`config.mk`:
```
export PLATFORM = sky130hd
export DESIGN_NAME = alu_arbiter
export DESIGN_NICKNAME = d
export VERILOG_FILES = /design/src/rtl/alu_arbiter_pkg.sv /design/src/rtl/alu_arbiter_alu.sv /design/src/rtl/alu_arbiter.sv
export SDC_FILE = /design/constraint.sdc
export NUM_CORES = 1
export LEC_CHECK = 0
export ABC_AREA = 1
export CORE_UTILIZATION = 47
export CTS_CLUSTER_SIZE = 10
export DETAILED_ROUTE_END_ITERATION = 12
export PLACE_DENSITY = 0.76
export RECOVER_POWER = 50
export SLEW_MARGIN = 20
export SYNTH_ARGS = -nofsm -noshare
export SYNTH_HDL_FRONTEND = slang
export SYNTH_HIERARCHICAL = 1
export SYNTH_SLANG_ARGS = --single-unit
```
`constraint.sdc`:
```
create_clock -name clk -period 4.8 [get_ports clk]
set_input_delay 0.96 -clock clk [delete_from_list [all_inputs] [get_ports clk]]
set_output_delay 0.96 -clock clk [all_outputs]
set_load 0.03 [all_outputs]
```
`src/rtl/alu_arbiter_pkg.sv`:
```
// Shared definitions for the two-port ALU arbiter: data/opcode widths and the
// legal opcode set.
package alu_arbiter_pkg;

  localparam int DATA_W = 32;
  localparam int OP_W   = 4;

  typedef enum logic [OP_W-1:0] {
    OP_ADD = 4'd0,
    OP_SUB = 4'd1,
    OP_AND = 4'd2,
    OP_OR  = 4'd3,
    OP_XOR = 4'd4
  } alu_op_e;

  // Opcodes above XOR are reserved and flagged as illegal.
  function automatic logic is_illegal_op(input logic [OP_W-1:0] op);
    return op > OP_W'(OP_XOR);
  endfunction

endpackage

```
`src/rtl/alu_arbiter_alu.sv`:
```
// Purely combinational 32-bit ALU; reserved opcodes produce a zero result.
module alu_arbiter_alu
  import alu_arbiter_pkg::*;
(
  input  logic [DATA_W-1:0] a,
  input  logic [DATA_W-1:0] b,
  input  logic [OP_W-1:0]   op,
  output logic [DATA_W-1:0] result,
  output logic              zero
);

  // NOTE: result gets a default before the case so no path leaves it
  // unassigned; otherwise synthesis would infer a latch.
  always_comb begin
    result = '0;
    case (op)
      OP_ADD:  result = a + b;
      OP_SUB:  result = a - b;
      OP_AND:  result = a & b;
      OP_OR:   result = a | b;
      OP_XOR:  result = a ^ b;
      default: result = '0;
    endcase
  end

  assign zero = (result == '0);

endmodule

```
`src/rtl/alu_arbiter.sv`:
```
// Two requesters share one ALU; the winner's result is held in a single
// response slot until the consumer takes it.
module alu_arbiter
  import alu_arbiter_pkg::*;
#(
  parameter bit RR_EN = 1'b1
) (
  input  logic              clk,
  input  logic              rst,
  input  logic              req0_valid,
  output logic              req0_ready,
  input  logic [DATA_W-1:0] req0_a,
  input  logic [DATA_W-1:0] req0_b,
  input  logic [OP_W-1:0]   req0_op,
  input  logic              req1_valid,
  output logic              req1_ready,
  input  logic [DATA_W-1:0] req1_a,
  input  logic [DATA_W-1:0] req1_b,
  input  logic [OP_W-1:0]   req1_op,
  output logic              rsp_valid,
  input  logic              rsp_ready,
  output logic              rsp_id,
  output logic [DATA_W-1:0] rsp_result,
  output logic              rsp_zero,
  output logic              rsp_illegal
);

  logic              last_grant;
  logic              slot_free;
  logic              grant1;
  logic              accept;
  logic [DATA_W-1:0] sel_a;
  logic [DATA_W-1:0] sel_b;
  logic [OP_W-1:0]   sel_op;
  logic [DATA_W-1:0] alu_result;
  logic              alu_zero;

  assign slot_free = !rsp_valid || rsp_ready;

  // Port 1 wins when alone, or in round-robin mode when port 0 went last.
  assign grant1 = req1_valid && (!req0_valid || (RR_EN && !last_grant));

  assign req0_ready = !rst && slot_free && req0_valid && !grant1;
  assign req1_ready = !rst && slot_free && grant1;
  assign accept     = req0_ready || req1_ready;

  assign sel_a  = grant1 ? req1_a  : req0_a;
  assign sel_b  = grant1 ? req1_b  : req0_b;
  assign sel_op = grant1 ? req1_op : req0_op;

  alu_arbiter_alu u_alu (
    .a      (sel_a),
    .b      (sel_b),
    .op     (sel_op),
    .result (alu_result),
    .zero   (alu_zero)
  );

  // NOTE: state registers use non-blocking assignments so every flop samples
  // the pre-edge values regardless of statement order.
  always_ff @(posedge clk) begin
    if (rst) begin
      rsp_valid   <= 1'b0;
      rsp_id      <= 1'b0;
      rsp_result  <= '0;
      rsp_zero    <= 1'b0;
      rsp_illegal <= 1'b0;
      last_grant  <= 1'b1;
    end else if (accept) begin
      rsp_valid   <= 1'b1;
      rsp_id      <= grant1;
      rsp_result  <= alu_result;
      rsp_zero    <= alu_zero;
      rsp_illegal <= is_illegal_op(sel_op);
      last_grant  <= grant1;
    end else if (rsp_ready) begin
      // Payload fields keep their last values after a drain.
      rsp_valid   <= 1'b0;
    end
  end

endmodule

```
* Word level (Yosys, flattened, before mapping)
Cells that the tools add are included.
** Storage, ports and cells
- Output and inout port bits :: 38
- Bits of input ports :: 141
- Register bits after elaboration :: 37
** Cells by class
- Multiplexer cells :: 6
- Bitwise gates (word level) :: 3
- Equal/unequal tests :: 4
- Reductions and logical operators :: 16
- $lt $le $gt $ge :: 1
- Add/subtract/negate cells :: 2
** Operators by type and width (count)
- $pmux 32 s5 :: 1
- $mux 32 :: 2
- $add 32x32->32 :: 1
- $and 32x32->32 :: 1
- $logic_not 32->1 :: 1
- $or 32x32->32 :: 1
- $sub 32x32->32 :: 1
- $xor 32x32->32 :: 1
- $eq 4x2->1 const B :: 2
- $logic_and 1x1->1 :: 5
- $logic_not 1->1 :: 5
- $eq 4x1->1 const B :: 1
- $eq 4x3->1 const B :: 1
- $gt 4x3->1 const B :: 1
- $logic_not 4->1 :: 1
- $mux 4 :: 1
- $logic_or 1x1->1 :: 3
- $mux 1 :: 2
- $reduce_bool 2->1 :: 1

* Logic depth before layout (Yosys ltp)
- Depth after elaboration :: 7
- Depth in mapped cells :: 37
- Mapped depth without buffers :: 35

* Modules after synthesis
Netlist, hierarchy kept.
** Modules (own cells, without submodules)
- alu_arbiter_alu :: cells an instance 995, area each 5271.3 um^2, seq. area each 0.0 um^2, times used 1
- alu_arbiter :: cells an instance 397, area each 2207.1 um^2, seq. area each 740.7 um^2, times used 1

* Worst setup path before layout
No wires, ideal clock.
- Path type :: input to register
- From :: input req0_valid
- To :: register rsp_zero
- Library setup time :: 0.070 ns
- Arrival :: 4.535 ns
- Stages :: 36
- Setup slack :: 0.195 ns
- Path buffers :: 2
- Cells stage by stage :: nand2_2 > nand2_2 > inv_1 > buf_2 > buf_2 > nand2_1 > nand2_1 > inv_1 > ha_1 > nand3_1 > nor3_2 > nand4_1 > nor2_1 > nand2_1 > nand2_1 > o21ai_1 > a21oi_1 > xor2_1 > ha_1 > nand2_1 > nor2_1 > inv_1 > nor2_1 > and2_1 > nand2_1 > nand2_1 > nand2_1 > nand3_1 > nand2_2 > inv_2 > nand2_1 > nor2_1 > nand3_1 > nor2_1 > nand2_1 > a21oi_1
** Between the ends
- Cells in the longest elaborated chain, start to end :: 7
** RTL lines
- start: declaration :: line alu_arbiter.sv:10 : input logic req0_valid,
- $logic_not 1->1 * :: line alu_arbiter.sv:41 : assign grant1 = req1_valid && (!req0_valid || (RR_EN && !last_grant));
- $logic_or 1x1->1 * :: line alu_arbiter.sv:41
- $logic_and 1x1->1 * :: line alu_arbiter.sv:41
- $mux 32 * :: line alu_arbiter.sv:48 : assign sel_b = grant1 ? req1_b : req0_b;
- net sel_b[0] :: line alu_arbiter.sv:33 : logic [DATA_W-1:0] sel_b;
- $sub 32x32->32 / $add 32x32->32 (equally long branches) :: line alu_arbiter_alu.sv:18, alu_arbiter_alu.sv:17
- $pmux 32 s5 * :: line alu_arbiter_alu.sv:16 : case (op)
- net alu_result[27] :: line alu_arbiter.sv:35 : logic [DATA_W-1:0] alu_result;
- $logic_not 32->1 * :: line alu_arbiter_alu.sv:26 : assign zero = (result == '0);
- net alu_zero :: line alu_arbiter.sv:36 : logic alu_zero;
- end signal: assignment :: line alu_arbiter.sv:73 : rsp_zero <= alu_zero;
- end: declaration :: line alu_arbiter.sv:24 : output logic rsp_zero,
The timed path passes the listed nets; every way through them passes the cells marked *.
A chain may end at the register's enable or synchronous reset.

* Final worst setup path
- From :: input req0_valid
- To :: register rsp_zero
** Between the ends
- Cells in the longest elaborated chain, start to end :: 7
** RTL lines
- $logic_not 1->1 * :: line alu_arbiter.sv:41
- $logic_or 1x1->1 * :: line alu_arbiter.sv:41
- $logic_and 1x1->1 * :: line alu_arbiter.sv:41
- $mux 32 * :: line alu_arbiter.sv:48
- net sel_b[3] :: line alu_arbiter.sv:33
- $sub 32x32->32 (tied with other cells) :: line alu_arbiter_alu.sv:18 : OP_SUB: result = a - b;
- $pmux 32 s5 * :: line alu_arbiter_alu.sv:16
- $logic_not 32->1 * :: line alu_arbiter_alu.sv:26
- net alu_zero :: line alu_arbiter.sv:36
Marks and branches as above.

==> out/qor.csv <==
metric;value;unit
outcome;completed;
Syn Nets;1630;
Clock Sink Count;37;
vias in the first global route;9206;
crit path launch type;primary input;
Distinct cells, synth;41;
share of cells above drive strength 1;0.2270;
vias per cell;5.050;
CTS tree;built;
Hold Path Class;register to register;
CP max-delay cell;ha_1;
CTS Hold Buffers Added;0;
CP max stage delay;0.34;ns
die area;16420;µm²
num rows;45;
Fin. Hold Viols;0;
ant diodes;0;
Final nets;1964;
Worst-Margin Slew;0.6921;ns
CTS Buf Count;5;
Port Buf Inserts;178;
post-DR wirelength/cell;15.15;µm
dpl ws;-0.6465;ns
DIE HEIGHT;128.1;µm
fin. max-slew vios;0;
total gr overflow;0;
commonest non-fill, non-tap cells in the layout;nand2_1, inv_1, buf_4, clkdlybuf4s50_1, ha_1;
critical path's top delay family;simple AND/OR/NAND/NOR gates;
final WL;29360;µm
root buf cell;clkbuf_16;
Worst EP required;5.02;ns
crit-path max FO;7;
area delta synth->final;55.40;%
DRT iter0 DRCs;611;
Starting Density;0.4865;
PnR worst setup slack;0.1136;ns
Worst setup EP type;register;
CP Class;primary input to register;
Die W;128.1;µm
most common cell after layout, fill and taps aside;nand2_1;
Leakage;0.006419;µW
post-synthesis sequential area ratio;0.09905;
Clock Latency Late Sink;0.29;ns
Most Frequent Cell on Critical Path;nand2_2;
DR vias;9786;
power per cell area;217.9;nW/µm²
CTS Buffer Depth;2;
synthesized instance count;1392;
pin count of the biggest net entering global routing;36;
CORE AREA;15370;µm²
synthesized area per cell;5.372;µm²
Cell Area, Synth;7478;µm²
Max-cap violations;0;
Post-synth EDFFs;0;
final setup vio count;0;
Tmin final;4.686;ns
HPWL after detailed placement;23000;µm
clock slew at reported path FFs;0.06;ns
worst vdd ir;0.1579;mV
H-tree lvl count;2;
DRC Markers;0;
Crit path arrival time;4.91;ns
Pre-antenna DRT Iters;5;
initial antenna violation count;0;
first-pass GRT wire length;43840;µm
post-route ant nets;0;
Fmax;213.4;MHz
GPL Wtd Cong;0.9887;
worst path bufs/invs;4;
Setup Total Neg Slack;0;ns
I/O pin count;179;
Most used DFF post-synth;dfxtp_1;
ys async rst share;0;
FF+latch count, synth;37;
Rel. slew slack;0.5380;
gr usage total;0.3378;
Final Cycle Share;0.9763;
yosys warns;6;
# fillers;1294;
clock skew;0.007420;ns
-- worst paths after layout --
path,end,start,cells after the start,slack [ns]
setup reg to reg,rsp_zero,last_grant,33,0.56
setup / recovery,rsp_zero,req0_valid,34,0.11
hold reg to reg,rsp_result[25],rsp_result[25],2,0.45
hold / removal,rsp_result[25],rsp_result[25],2,0.45
-- sequential cells by signal, summed over array words and instances, names as in the netlist --
register	count
rsp_id	1
rsp_illegal	1
rsp_result	32
rsp_valid	1
last_grant	1
rsp_zero	1
-- report_power, final --
part / total, µW / internal, µW / switching, µW
registers: 332 / 323 / 8.48
clock network: 398 / 259 / 138
logic: 1800 / 777 / 1030
-- routing by layer --
metal | wire, µm | part of all wire | track usage | vias up
li1 | - | - | - | 4942
met1 | 11510 | 0.39 | 0.3855 | 4312
met2 | 14110 | 0.48 | 0.6119 | 422
met3 | 1889 | 0.064 | 0.04007 | 110
met4 | 1846 | 0.063 | 0.1834 | 0
met5 | 0 | 0 | 0 | -
-- synthesized netlist by cell type (2+ instances only) --
cell type  number  area [µm²]
buf_2          21       105.1
xnor2_1         2       17.52
nand3b_1        4       30.03
a21oi_1        64       320.3
o211ai_1        2       15.01
nor2_2         12       75.07
o21ai_1         3       15.01
inv_2          14       52.55
and2_1          2       12.51
inv_1         232       870.8
nand3_1        51       255.2
clkbuf_1       10       37.54
xor2_1         30       262.8
buf_4           4       30.03
nand2_2        16       100.1
a221oi_1       22       192.7
or2_2           4       25.02
nor2_1        104       390.4
o21ai_0        19       95.09
nor3_1          4       20.02
nor4_1          2       12.51
o2111ai_1       5       43.79
nor3_2          2       20.02
ha_1           96        1201
nand2_1       595        2233
nand4_1        15       93.84
nand3_2         5       50.05
dfxtp_1        37       740.7
nor2_4          2       22.52
buf_1           2       7.510
-- kinds of logic (layout without fill, tap and decap cells) --
group,after synthesis,count (layout),share of synthesized area
buf+inv,284,619,0.1491
flops,37,37,0.09905
simple gates,822,822,0.4529
fa+ha+maj,97,97,0.1633
compound gates,120,120,0.09821
xor+xnor,32,32,0.03748
-- through the flow --
stage	utilization	cells	hold slack, ns	total power [µW]	instance area [µm²]
after floorplan	-	1392	0.4486	1238	7478
after global placement	0.6866	1901	0.4500	1883	10550
after detailed placement	0.6866	1901	0.4545	1906	10550
after CTS	0.7150	1916	0.4617	2362	10990
after global routing	0.7560	1938	0.4749	2719	11620
final	0.7560	1938	0.4547	2532	11620
-- repair_timing --
action / CTS / global route
setup buffers: 6 / 23
gates resized for setup: 55 / 133
endpoints found under the hold margin: 0 / 0
gates cloned: 1 / 0
pin swaps: 27 / 68
setup endpoints to repair: 9 / 13
-- worst min-delay path, delay by kind of cell (launching register included) --
| family | cells | cell delay [ns] |
|---|---|---|
| AOI/OAI and AO/OA | 1 | 0.05 |
| DFF | 1 | 0.30 |
| and+or+nand+nor | 1 | 0.06 |
-- final cells by class --
class / count / area (µm²) / share of cell area
flip-flops and latches: 37 / 740.7 / 0.06374
inverters: 246 / 935.9 / 0.08053
repair buffers: 365 / 3259 / 0.2805
well taps: 211 / 264.0 / 0.02272
multi-input cells: 1071 / 6245 / 0.5374
clock buffers: 6 / 138.9 / 0.01195
clock inverters: 2 / 37.54 / 0.003230
No activity file was read; power rests on OpenSTA's default activity.
